[config.mk]
export PLATFORM = sky130hd
export DESIGN_NAME = i2c_target
export DESIGN_NICKNAME = d
export VERILOG_FILES = /design/src/rtl/i2c_target.sv
export SDC_FILE = /design/constraint.sdc
export NUM_CORES = 1
export LEC_CHECK = 0
export ABC_AREA = 1
export CORE_MARGIN = 2
export CORE_UTILIZATION = 59
export DETAILED_ROUTE_END_ITERATION = 8
export PLACE_DENSITY = 0.85
export SLEW_MARGIN = 20
export SYNTH_ARGS = -nofsm -noshare
export SYNTH_HDL_FRONTEND = slang
export SYNTH_SLANG_ARGS = --single-unit
[constraint.sdc]
create_clock -name clk_in -period 5.4 [get_ports clk_in]
set_clock_uncertainty 0.15 [all_clocks]
set_input_delay 1.08 -clock clk_in [delete_from_list [all_inputs] [get_ports clk_in]]
set_output_delay 1.08 -clock clk_in [all_outputs]
set_load 0.01 [all_outputs]
[src/rtl/i2c_target.sv]
// I2C target endpoint: oversampled SCL/SDA, START/STOP detection, 7-bit address match,
// write bytes out as a pulse stream and read bytes pulled through a load strobe.
module i2c_target #(
    parameter logic [6:0] TARGET_ADDR = 7'h42,
    parameter int         FILTER_LEN  = 3
) (
    input  logic       clk_in,
    input  logic       resetn,
    input  logic       scl_in,
    input  logic       sda_in,
    output logic       sda_oe,
    output logic [7:0] rx_data,
    output logic       rx_valid,
    output logic       rx_first,
    input  logic [7:0] tx_data,
    output logic       tx_load,
    output logic       busy,
    output logic       rw,
    output logic [2:0] state_dbg
);
    typedef enum logic [2:0] {
        IDLE, ADDR, ADDR_ACK, WR_DATA, WR_ACK, RD_DATA, RD_ACK, IGNORE
    } state_t;

    localparam int CW = (FILTER_LEN < 2) ? 1 : $clog2(FILTER_LEN + 1);

    // Lane 0 is SCL, lane 1 is SDA; everything presets to 1 so reset looks like an idle bus.
    logic [1:0]    sync1_q, sync2_q, filt_q, prev_q;
    logic [CW-1:0] cnt_q [2];

    always_ff @(posedge clk_in or negedge resetn) begin
        if (!resetn) begin
            sync1_q  <= 2'b11;
            sync2_q  <= 2'b11;
            filt_q   <= 2'b11;
            prev_q   <= 2'b11;
            cnt_q[0] <= '0;
            cnt_q[1] <= '0;
        end else begin
            sync1_q <= {sda_in, scl_in};
            sync2_q <= sync1_q;
            prev_q  <= filt_q;
            for (int i = 0; i < 2; i++) begin
                if (sync2_q[i] == filt_q[i]) begin
                    cnt_q[i] <= '0;
                end else if (cnt_q[i] == CW'(FILTER_LEN - 1)) begin
                    filt_q[i] <= sync2_q[i];
                    cnt_q[i]  <= '0;
                end else begin
                    cnt_q[i] <= cnt_q[i] + 1'b1;
                end
            end
        end
    end

    logic sda_f, scl_rise, scl_fall, sda_rise, sda_fall, scl_steady_hi, start_ev, stop_ev;

    // An SDA edge coinciding with an SCL edge is data, so START/STOP need SCL high on both sides.
    assign sda_f         = filt_q[1];
    assign scl_rise      = filt_q[0] & ~prev_q[0];
    assign scl_fall      = ~filt_q[0] & prev_q[0];
    assign sda_rise      = filt_q[1] & ~prev_q[1];
    assign sda_fall      = ~filt_q[1] & prev_q[1];
    assign scl_steady_hi = filt_q[0] & prev_q[0];
    assign start_ev      = sda_fall & scl_steady_hi;
    assign stop_ev       = sda_rise & scl_steady_hi;

    state_t     state_q, state_d;
    logic [2:0] bit_cnt_q, bit_cnt_d;
    logic       phase_q, phase_d;
    logic [7:0] shift_q, shift_d;
    logic       oe_q, oe_d;
    logic       busy_q, busy_d;
    logic       rw_q, rw_d;
    logic [7:0] rx_data_q, rx_data_d;
    logic       rx_valid_q, rx_valid_d;
    logic       rx_first_q, rx_first_d;
    logic       first_byte_q, first_byte_d;

    always_ff @(posedge clk_in or negedge resetn) begin
        if (!resetn) begin
            state_q      <= IDLE;
            bit_cnt_q    <= '0;
            phase_q      <= 1'b0;
            shift_q      <= '0;
            oe_q         <= 1'b0;
            busy_q       <= 1'b0;
            rw_q         <= 1'b0;
            rx_data_q    <= '0;
            rx_valid_q   <= 1'b0;
            rx_first_q   <= 1'b0;
            first_byte_q <= 1'b0;
        end else begin
            state_q      <= state_d;
            bit_cnt_q    <= bit_cnt_d;
            phase_q      <= phase_d;
            shift_q      <= shift_d;
            oe_q         <= oe_d;
            busy_q       <= busy_d;
            rw_q         <= rw_d;
            rx_data_q    <= rx_data_d;
            rx_valid_q   <= rx_valid_d;
            rx_first_q   <= rx_first_d;
            first_byte_q <= first_byte_d;
        end
    end

    // tx_load is a one-cycle strobe with no back-pressure: tx_data is taken in that same
    // cycle, so the source must already hold the next byte whenever a read is in progress.
    always_comb begin
        state_d      = state_q;
        bit_cnt_d    = bit_cnt_q;
        phase_d      = phase_q;
        shift_d      = shift_q;
        oe_d         = oe_q;
        busy_d       = busy_q;
        rw_d         = rw_q;
        rx_data_d    = rx_data_q;
        rx_valid_d   = 1'b0;
        rx_first_d   = 1'b0;
        first_byte_d = first_byte_q;
        tx_load      = 1'b0;

        if (stop_ev) begin
            state_d   = IDLE;
            oe_d      = 1'b0;
            busy_d    = 1'b0;
            bit_cnt_d = '0;
            phase_d   = 1'b0;
        end else if (start_ev) begin
            state_d   = ADDR;
            oe_d      = 1'b0;
            busy_d    = 1'b0;
            bit_cnt_d = '0;
            phase_d   = 1'b0;
        end else begin
            case (state_q)
                ADDR: begin
                    if (scl_rise) begin
                        shift_d   = {shift_q[6:0], sda_f};
                        bit_cnt_d = bit_cnt_q + 3'd1;
                        if (bit_cnt_q == 3'd7) begin
                            if (shift_q[6:0] == TARGET_ADDR) begin
                                rw_d    = sda_f;
                                phase_d = 1'b1;
                            end else begin
                                state_d = IGNORE;
                            end
                        end
                    end else if (scl_fall && phase_q) begin
                        oe_d    = 1'b1;
                        busy_d  = 1'b1;
                        phase_d = 1'b0;
                        state_d = ADDR_ACK;
                    end
                end
                ADDR_ACK: begin
                    if (scl_fall) begin
                        bit_cnt_d = '0;
                        if (rw_q) begin
                            tx_load = 1'b1;
                            shift_d = tx_data;
                            oe_d    = ~tx_data[7];
                            state_d = RD_DATA;
                        end else begin
                            oe_d         = 1'b0;
                            first_byte_d = 1'b1;
                            state_d      = WR_DATA;
                        end
                    end
                end
                WR_DATA: begin
                    if (scl_rise) begin
                        shift_d   = {shift_q[6:0], sda_f};
                        bit_cnt_d = bit_cnt_q + 3'd1;
                        if (bit_cnt_q == 3'd7) begin
                            rx_data_d    = {shift_q[6:0], sda_f};
                            rx_valid_d   = 1'b1;
                            rx_first_d   = first_byte_q;
                            first_byte_d = 1'b0;
                            phase_d      = 1'b1;
                        end
                    end else if (scl_fall && phase_q) begin
                        oe_d    = 1'b1;
                        phase_d = 1'b0;
                        state_d = WR_ACK;
                    end
                end
                WR_ACK: begin
                    if (scl_fall) begin
                        oe_d    = 1'b0;
                        state_d = WR_DATA;
                    end
                end
                RD_DATA: begin
                    if (scl_fall) begin
                        if (bit_cnt_q == 3'd7) begin
                            oe_d      = 1'b0;
                            bit_cnt_d = '0;
                            state_d   = RD_ACK;
                        end else begin
                            shift_d   = {shift_q[6:0], 1'b0};
                            oe_d      = ~shift_q[6];
                            bit_cnt_d = bit_cnt_q + 3'd1;
                        end
                    end
                end
                RD_ACK: begin
                    // A falling edge here can only follow a rising edge that saw ACK (SDA low).
                    if (scl_rise && sda_f) begin
                        state_d = IGNORE;
                    end else if (scl_fall) begin
                        tx_load   = 1'b1;
                        shift_d   = tx_data;
                        oe_d      = ~tx_data[7];
                        bit_cnt_d = '0;
                        state_d   = RD_DATA;
                    end
                end
                default: begin
                end
            endcase
        end
    end

    assign sda_oe    = oe_q;
    assign rx_data   = rx_data_q;
    assign rx_valid  = rx_valid_q;
    assign rx_first  = rx_first_q;
    assign busy      = busy_q;
    assign rw        = rw_q;
    assign state_dbg = state_q;

endmodule

Word-level counts from Yosys, hierarchy flattened
Cells that the tools add are included.

storage, ports and cells
  output and inout port bits = 17
  logic and storage cells = 182
  input bits = 12
  register bits after elaboration = 40

operators by class
  reduce and logical (&&, ||, !) cells = 22
  bitwise logic cells = 17
  multiplexer cells = 82
  $add $sub $neg = 3
  equal/unequal tests = 40

operator list
  cell                count
  $mux 3              22
  $mux 7              7
  $mux 1              42
  $ne 4x4->1 const B  8
  $ne 5x5->1 const B  6
  $pmux 7 s4          1
  $ne 2x2->1 const B  9
  $pmux 3 s6          1
  $eq 3x3->1 const B  4
  $pmux 3 s4          1
  $reduce_and 11->1   1
  $not 1->1           10
  $reduce_and 10->1   1
  $mux 2              4
  $ne 4x1->1 const B  2
  $reduce_and 4->1    2
  $reduce_and 8->1    1
  $reduce_bool 4->1   2
  $reduce_bool 8->1   1
  $and 1x1->1         7
  $eq 7x7->1 const B  1
  $reduce_and 7->1    1
  $reduce_bool 7->1   1
  $eq 3x2->1 const B  2
  other kinds (19)    27

Logic depth before layout (Yosys ltp)
  depth in word-level cells = 8
  depth in mapped cells = 11
  gate-level depth less buffers = 11

Worst setup path before layout
No wires, ideal clock.

  path type = reg2out
  start point = reg state_q[0] (netlist: state_dbg[0])
  end point = out tx_load
  slack = 3113 ps
  required time = 4170 ps
  arrival time = 1057 ps
  buffers on the path = 1
  cell stages (with the launch flop) = 5
  cell sequence = dfrtp_1 buf_4 nor2_4 nand3_1 a21oi_1

between the ends
  word-level cells in the longest chain between the ends = 4
  elaborated cells on any way between the ends = 5
  classes of those cells = eq/ne (2); mux (3)

RTL lines
  element                                   line  text
  start, declared                           68    state_t state_q, state_d;
  start signal, assigned                    94    state_q <= state_d;
  $eq 3x3->1 or $eq 3x2->1 (tied branches)  137   case (state_q)
  $pmux 1 s2 (*)                            137
  $mux 1 (*)                                130   end else if (start_ev) begin
  $mux 1 (*)                                124   if (stop_ev) begin
  end, declared                             16    output logic tx_load,

Mark *: on every way between the ends. The rest lies on a longest branch, timed or not.

Worst setup path in the final report
  start point = reg state_q[1] (netlist: state_dbg[1])
  end point = out tx_load

The elaborated chain is that of the path after synthesis.

==> reports/results.md <==
## Worst setup path
• **Crit. Startpoint** state_dbg[1]$_DFFE_PN0P_
• **Largest delay share family, worst path** buffers and inverters
• **sequence of cells on the critical path** inv_2, nor2_4, nand3_1, a21oi_1, clkdlybuf4s50_1
• **classification of the worst setup path** reg2out
• **slowest stage cell on the critical path** sky130_fd_sc_hd__clkdlybuf4s50_1
• **largest stage delay on the critical path** 0.57 ns
• **Worst Path Buf+Inv** 2
• **startpoint of the lowest-slack register-to-register path** filt_q[1]$_DFFE_PN1P_
• **startpoint class of the critical path** flip-flop
• **Worst EP required** 4.17 ns
• **CP Max Fanout** 9
• **Worst Path Arrival** 2.01 ns
• **CP endpoint kind** output pin
• **number of cells on the critical path** 5
• **Worst R2R Path Depth** 10

## Final layout
• **layout cells sized above 1** 16.2%
• **post-synthesis to final-layout area growth** 18.9%
• **area of all placed cells without fillers** 2640 um^2
• **multi-input gate area in the final layout** 1060 um^2
• **Net count, final** 328
• **number of antenna cells inserted** 0
• **leading cell types in the layout, fill and taps excluded** sky130_fd_sc_hd__nand2_1, sky130_fd_sc_hd__dfrtp_1, sky130_fd_sc_hd__nor2_1
• **most common library cell in the layout ignoring fill and taps** sky130_fd_sc_hd__nand2_1
• **final-layout fill cell count** 283
• **total area of sequential cells** 1010 um^2

## Floorplan
• **core area** 3630 um^2
• **height of the die** 65.4 um
• **floorplan die area** 4280 um^2
• **Std-Cell Rows** 22
• **Top-Level Pins** 29
• **starting density of the core** 61.2%
• **die span in x** 65.4 um

## Route
• **drt first-iter violations** 116
• **DR DRC count** 0
• **remaining number of nets flagged by the antenna check after routing** 0
• **count of TritonRoute iterations in the first routing pass** 4
• **vias per cell** 5.41
• **final wirelength** 4700 um
• **total vias in the final route** 1965
• **final routed wire length divided by cell count** 12.9 um

## Outcome
• **outcome** completed

## Global routing
• **first-pass GRT wire length** 8140 um
• **number of global-route vias before repair** 1827
• **leftover overflow at the end of global routing** 0
• **number of antenna violations at the first check in global routing** 0
• **global routing usage summed across all routing layers** 25.0%
• **maximum number of pins on one net before global-route repair** 41

## STA
• **setup TNS** 0 ns
• **Final setup violation count** 0
• **Least-Margin Pin Slew** 0.821 ns
• **maximum operating frequency** 308 MHz
• **total count of hold-check failures in the final report** 0
• **worst max-slew margin expressed relative to the limit** 45.3%
• **unrepaired setup endpoints after global routing** no
• **pins over their slew limit** 0
• **clock period minus worst slack** 3.24 ns
• **final critical-path share of the clock period** 60.1%

## Place
• **weighted congestion at the end of routability-driven global placement** 0.984
• **count of port buffers added during placement** 28
• **half-perimeter wire length after detailed placement** 3550 um
• **Cell Area, Placed** 2520 um^2

## Logic synthesis
• **Syn Std Cell Area** 2220 um^2
• **synthesized net count** 298
• **Cell variety after synth** 31
• **commonest register cell after synthesis** sky130_fd_sc_hd__dfrtp_1
• **number of flops mapped to enable cells by yosys** 0
• **Yosys warning total** 0
• **proportion of synthesized chip area in sequential cells** 45.5%
• **Cells after Synth** 284
• **number of register bits inferred by synthesis** 40
• **share of synthesized registers carrying an async set or reset** 100%
• **Avg Inst Size Synth** 7.83 um^2

## Pwr
• **Leak Pwr** 1.30 nW
• **power per cell area** 566 nW/um^2
• **largest voltage drop on the vdd net** 0.330 mV

## Clock network
• **Post-CTS Setup Inserts** 0
• **number of CTS-inserted buffers** 5
• **library cell used as clock root buffer** sky130_fd_sc_hd__clkbuf_8
• **clock insertion delay at the later pin of the skew report** 0.29 ns
• **H-tree levels** 2
• **TritonCTS clock tree** built
• **clock-pin slew on the worst setup and hold paths** 0.08 ns
• **total of cells resized after clock tree synthesis** 0
• **number of sinks handled by clock tree synthesis** 40
• **hold buffer count at cts** 0
• **maximum root-to-sink buffer count** 2

## Job
• **max-cap viol count** 0

## Min path
• **Hold Crit Start** sync1_q[0]$_DFF_PN1_
• **Hold Path Depth** 0
• **Hold/Removal Path Class** reg2reg

-- stage by stage --
step	total power, mW	hold WS (ns)	setup slack, ns	util (%)	std cells
2_1_floorplan	1.06	0.195	3.11	-	284
3_3_place_gp	1.22	0.197	2.56	69.4	355
3_5_place_dp	1.23	0.201	2.50	69.4	355
4_1_cts	1.49	0.210	2.18	72.8	363
5_1_grt	1.62	0.207	2.07	72.8	363
6_report	1.50	0.210	2.16	72.8	363
-- routing by layer --
| layer | track usage (%) | wire length [um] | part of all wire [%] | vias up |
|---|---|---|---|---|
| met5 | 0 | 0 | 0 | - |
| met4 | 10.2 | 183 | 3.9 | 0 |
| met3 | 6.51 | 283 | 6.0 | 24 |
| met2 | 37.2 | 2090 | 44 | 86 |
| met1 | 34.7 | 2140 | 46 | 883 |
| li1 | - | - | - | 972 |
-- Yosys cell counts (all sizes together), types with 5 or more instances --
cell,instances,area [um^2]
nand2,93,379
nor2,40,210
dfrtp,32,801
inv,30,113
o21ai,21,105
nand3,18,113
nor3,9,61.3
a21oi,8,40.0
dfstp,8,210
nand4,8,50.1
buf,5,36.3
-- logic make-up after synthesis --
group	after synthesis	synth area share, %
buffers and inverters	35	6.70
and+or+nand+nor	170	37.3
adders and majority gates	2	1.13
muxes	1	0.450
DFF	40	45.5
xor gates and xnor gates	2	0.788
AOI/OAI and AO/OA	34	8.22
-- worst paths after layout --
check | endpoint | slack [ns]
min reg2reg | sync2_q[0]$_DFF_PN1_ | 0.21
min in group asynchronous | busy$_DFFE_PN0P_ | 0.72
max | tx_load | 2.16
max reg2reg | state_dbg[2]$_DFFE_PN0P_ | 3.25
min | sync2_q[0]$_DFF_PN1_ | 0.21
max in group asynchronous | bit_cnt_q[0]$_DFFE_PN0P_ | 3.85
-- report_power, final --
| part | leakage, nW | switching [mW] | internal, mW |
|---|---|---|---|
| Combinational | 0.734 | 0.499 | 0.262 |
| Clock | 0.0614 | 0.107 | 0.151 |
| Sequential | 0.505 | 0.0852 | 0.392 |
-- area by class of cell --
class                           count  share of cell area (%)
Sequential cell                    40                    38.2
Tap cell                           48                    2.27
Inverter                           30                    4.26
Clock buffer                        6                    3.12
Clock inverter                      2                    1.47
Multi-Input combinational cell    209                    40.2
Timing Repair Buffer               28                    10.4
-- registers in the layout, indices dropped and copies added, names as in the netlist, 2 cells and up --
name,cells
bit_cnt_q,3
cnt_q,4
filt_q,2
prev_q,2
rx_data,8
shift_q,7
state_dbg,3
sync1_q,2
sync2_q,2
Power figures use the tool's default switching activity.
==> RTL change, RTL diff (same settings) <==
The output `rx_valid` loses its register stage (`rx_valid_q` becomes a continuous assignment).
--- a/src/rtl/i2c_target.sv
+++ b/src/rtl/i2c_target.sv
@@ -89,3 +89,2 @@
             rx_data_q    <= '0;
-            rx_valid_q   <= 1'b0;
             rx_first_q   <= 1'b0;
@@ -101,3 +100,2 @@
             rx_data_q    <= rx_data_d;
-            rx_valid_q   <= rx_valid_d;
             rx_first_q   <= rx_first_d;
@@ -106,2 +104,4 @@
     end
+
+    assign rx_valid_q = rx_valid_d;
 
Check against the original RTL: same outputs for any inputs over 10 cycles, from zero or initial values and one cycle with resetn low; that may be too few to reach the edited logic, so the function may still have changed.
==> RTL change against the original RTL <==
Cell area is 2.0% lower. Sequential cell count is 1 lower. Sequential share of layout area is 0.19 points lower. Core utilization is 1.4 points lower. Power is 1.1% lower. Synthesized area is 0.11% lower. Setup slack worse by 0.023 ns. Combinational power is 6.2% higher. Wire length is 12% higher. Die area hardly changed. Largest power group unchanged.
==> RTL change: results (changes against the original RTL) <==
clock network area share=0.0314 (-0.0145); post-synthesis share of cell area spent on xor and xnor gates=0.00789 (+0.00000888); clock buffer count in the final layout=7 (+1); fillers=309 (+9.2%); leakage power of the design=1.26 nW (-2.8%); number of iterations in the first detailed-routing pass=5 (+1); share of final-layout standard cells stronger than drive strength 1=0.142 (-0.0195); via count of the first global-routing pass=1,900 (+4.0%); share of the synthesized area in compound gates (AO/OA/AOI/OAI)=0.0896 (+0.00742); critical path fanouts, max=6 (-3); R2R Path End=shift_q[5]$_DFFE_PN0P_; non-clk buf share=0.106 (+0.00211); largest vdd supply drop=0.000396 V (+20%); GRT Overall Usage=0.272 (+0.0221); count of cell types in the netlist=30 (-3.2%); pin count of the biggest net entering global routing=40 (-2.4%); source of the worst hold timing path=sync1_q[1]$_DFF_PN1_; largest cells by area after synthesis=dfrtp_1 35%, nand2_1 15%, dfstp_2 9.5%; Via density=5.40 (-0.22%); end point of the critical path=tx_load; detail-routed net length per standard cell=14.5 um (+12%); number of nets in the final layout=329 (+0.30%); drt first-iter violations=131 (+13%); part of the Yosys area used for sequential elements=0.444 (-0.0108); inverter count of the layout excluding clock inverters=32 (+6.7%); shortest clock period the worst path allows after layout=3.27 ns (+0.0234 ns); HPWL after detailed placement=3.98 mm (+12%); wire length of the first global-routing pass=8.73 mm (+7.3%); Worst setup startpoint=prev_q[0]$_DFF_PN1_; combined area of the multi-input logic cells=1070 sq um (+0.47%); most numerous cell types in the synthesized netlist=91 x nand2_1, 31 x dfrtp_1, 27 x inv_1, 25 x nor2_1, 20 x o21ai_0; hold worst-path end=sync2_q[1]$_DFF_PN1_; worst slack, placed=2.46 ns (-0.0365 ns); reg-to-reg startpoint=bit_cnt_q[0]$_DFFE_PN0P_; portion of netlist area occupied by mux cells=0 (-0.00450); tightest slew margin relative to the limit=0.428 (-0.0252); sequential standard cell area=986 sq um (-2.5%); buffers outside the clock class=28 (unchanged); slack of the worst reg-to-reg path=3.30 ns (+0.05 ns); Largest stage delay, worst path=0.59 ns (+0.02 ns); sinks on the clock net=39 (-2.5%); Final GP Congestion=0.942 (-4.3%); status=finished clean; Post-Synthesis Net Count=299 (+0.34%)
RTL change: changes by cell type after synthesis, moves of 2 or more:
cell	before	now
o21ai_0	6	20
o21ai_1	15	1
nand2_1	85	91
inv_1	22	27
inv_2	8	5
nor2_1	28	25
buf_6	1	3
RTL change: per-layer routing:
metal / track usage / wire, um / vias to the layer above
met1: 0.357 / 2390 / 916
met5: 0 / 0 / -
met3: 0.0634 / 293 / 11
met4: 0.0938 / 108 / 0
met2: 0.443 / 2490 / 67
li1: - / - / 972
RTL change: through the flow:
stage	hold WS, ns	area [sq um]	power [mW]	instances
floorplan	0.195	2220	1.09	285
global placement	0.197	2510	1.27	356
detailed placement	0.197	2510	1.28	356
CTS	0.210	2590	1.47	364
global route	0.211	2590	1.61	364
finish	0.207	2590	1.48	364
RTL change: power breakdown:
group / total, mW / internal [mW] / switching (mW)
combinational: 0.808 / 0.272 / 0.537
clock: 0.191 / 0.0907 / 0.100
sequential: 0.479 / 0.388 / 0.0911
total: 1.48 / 0.751 / 0.728
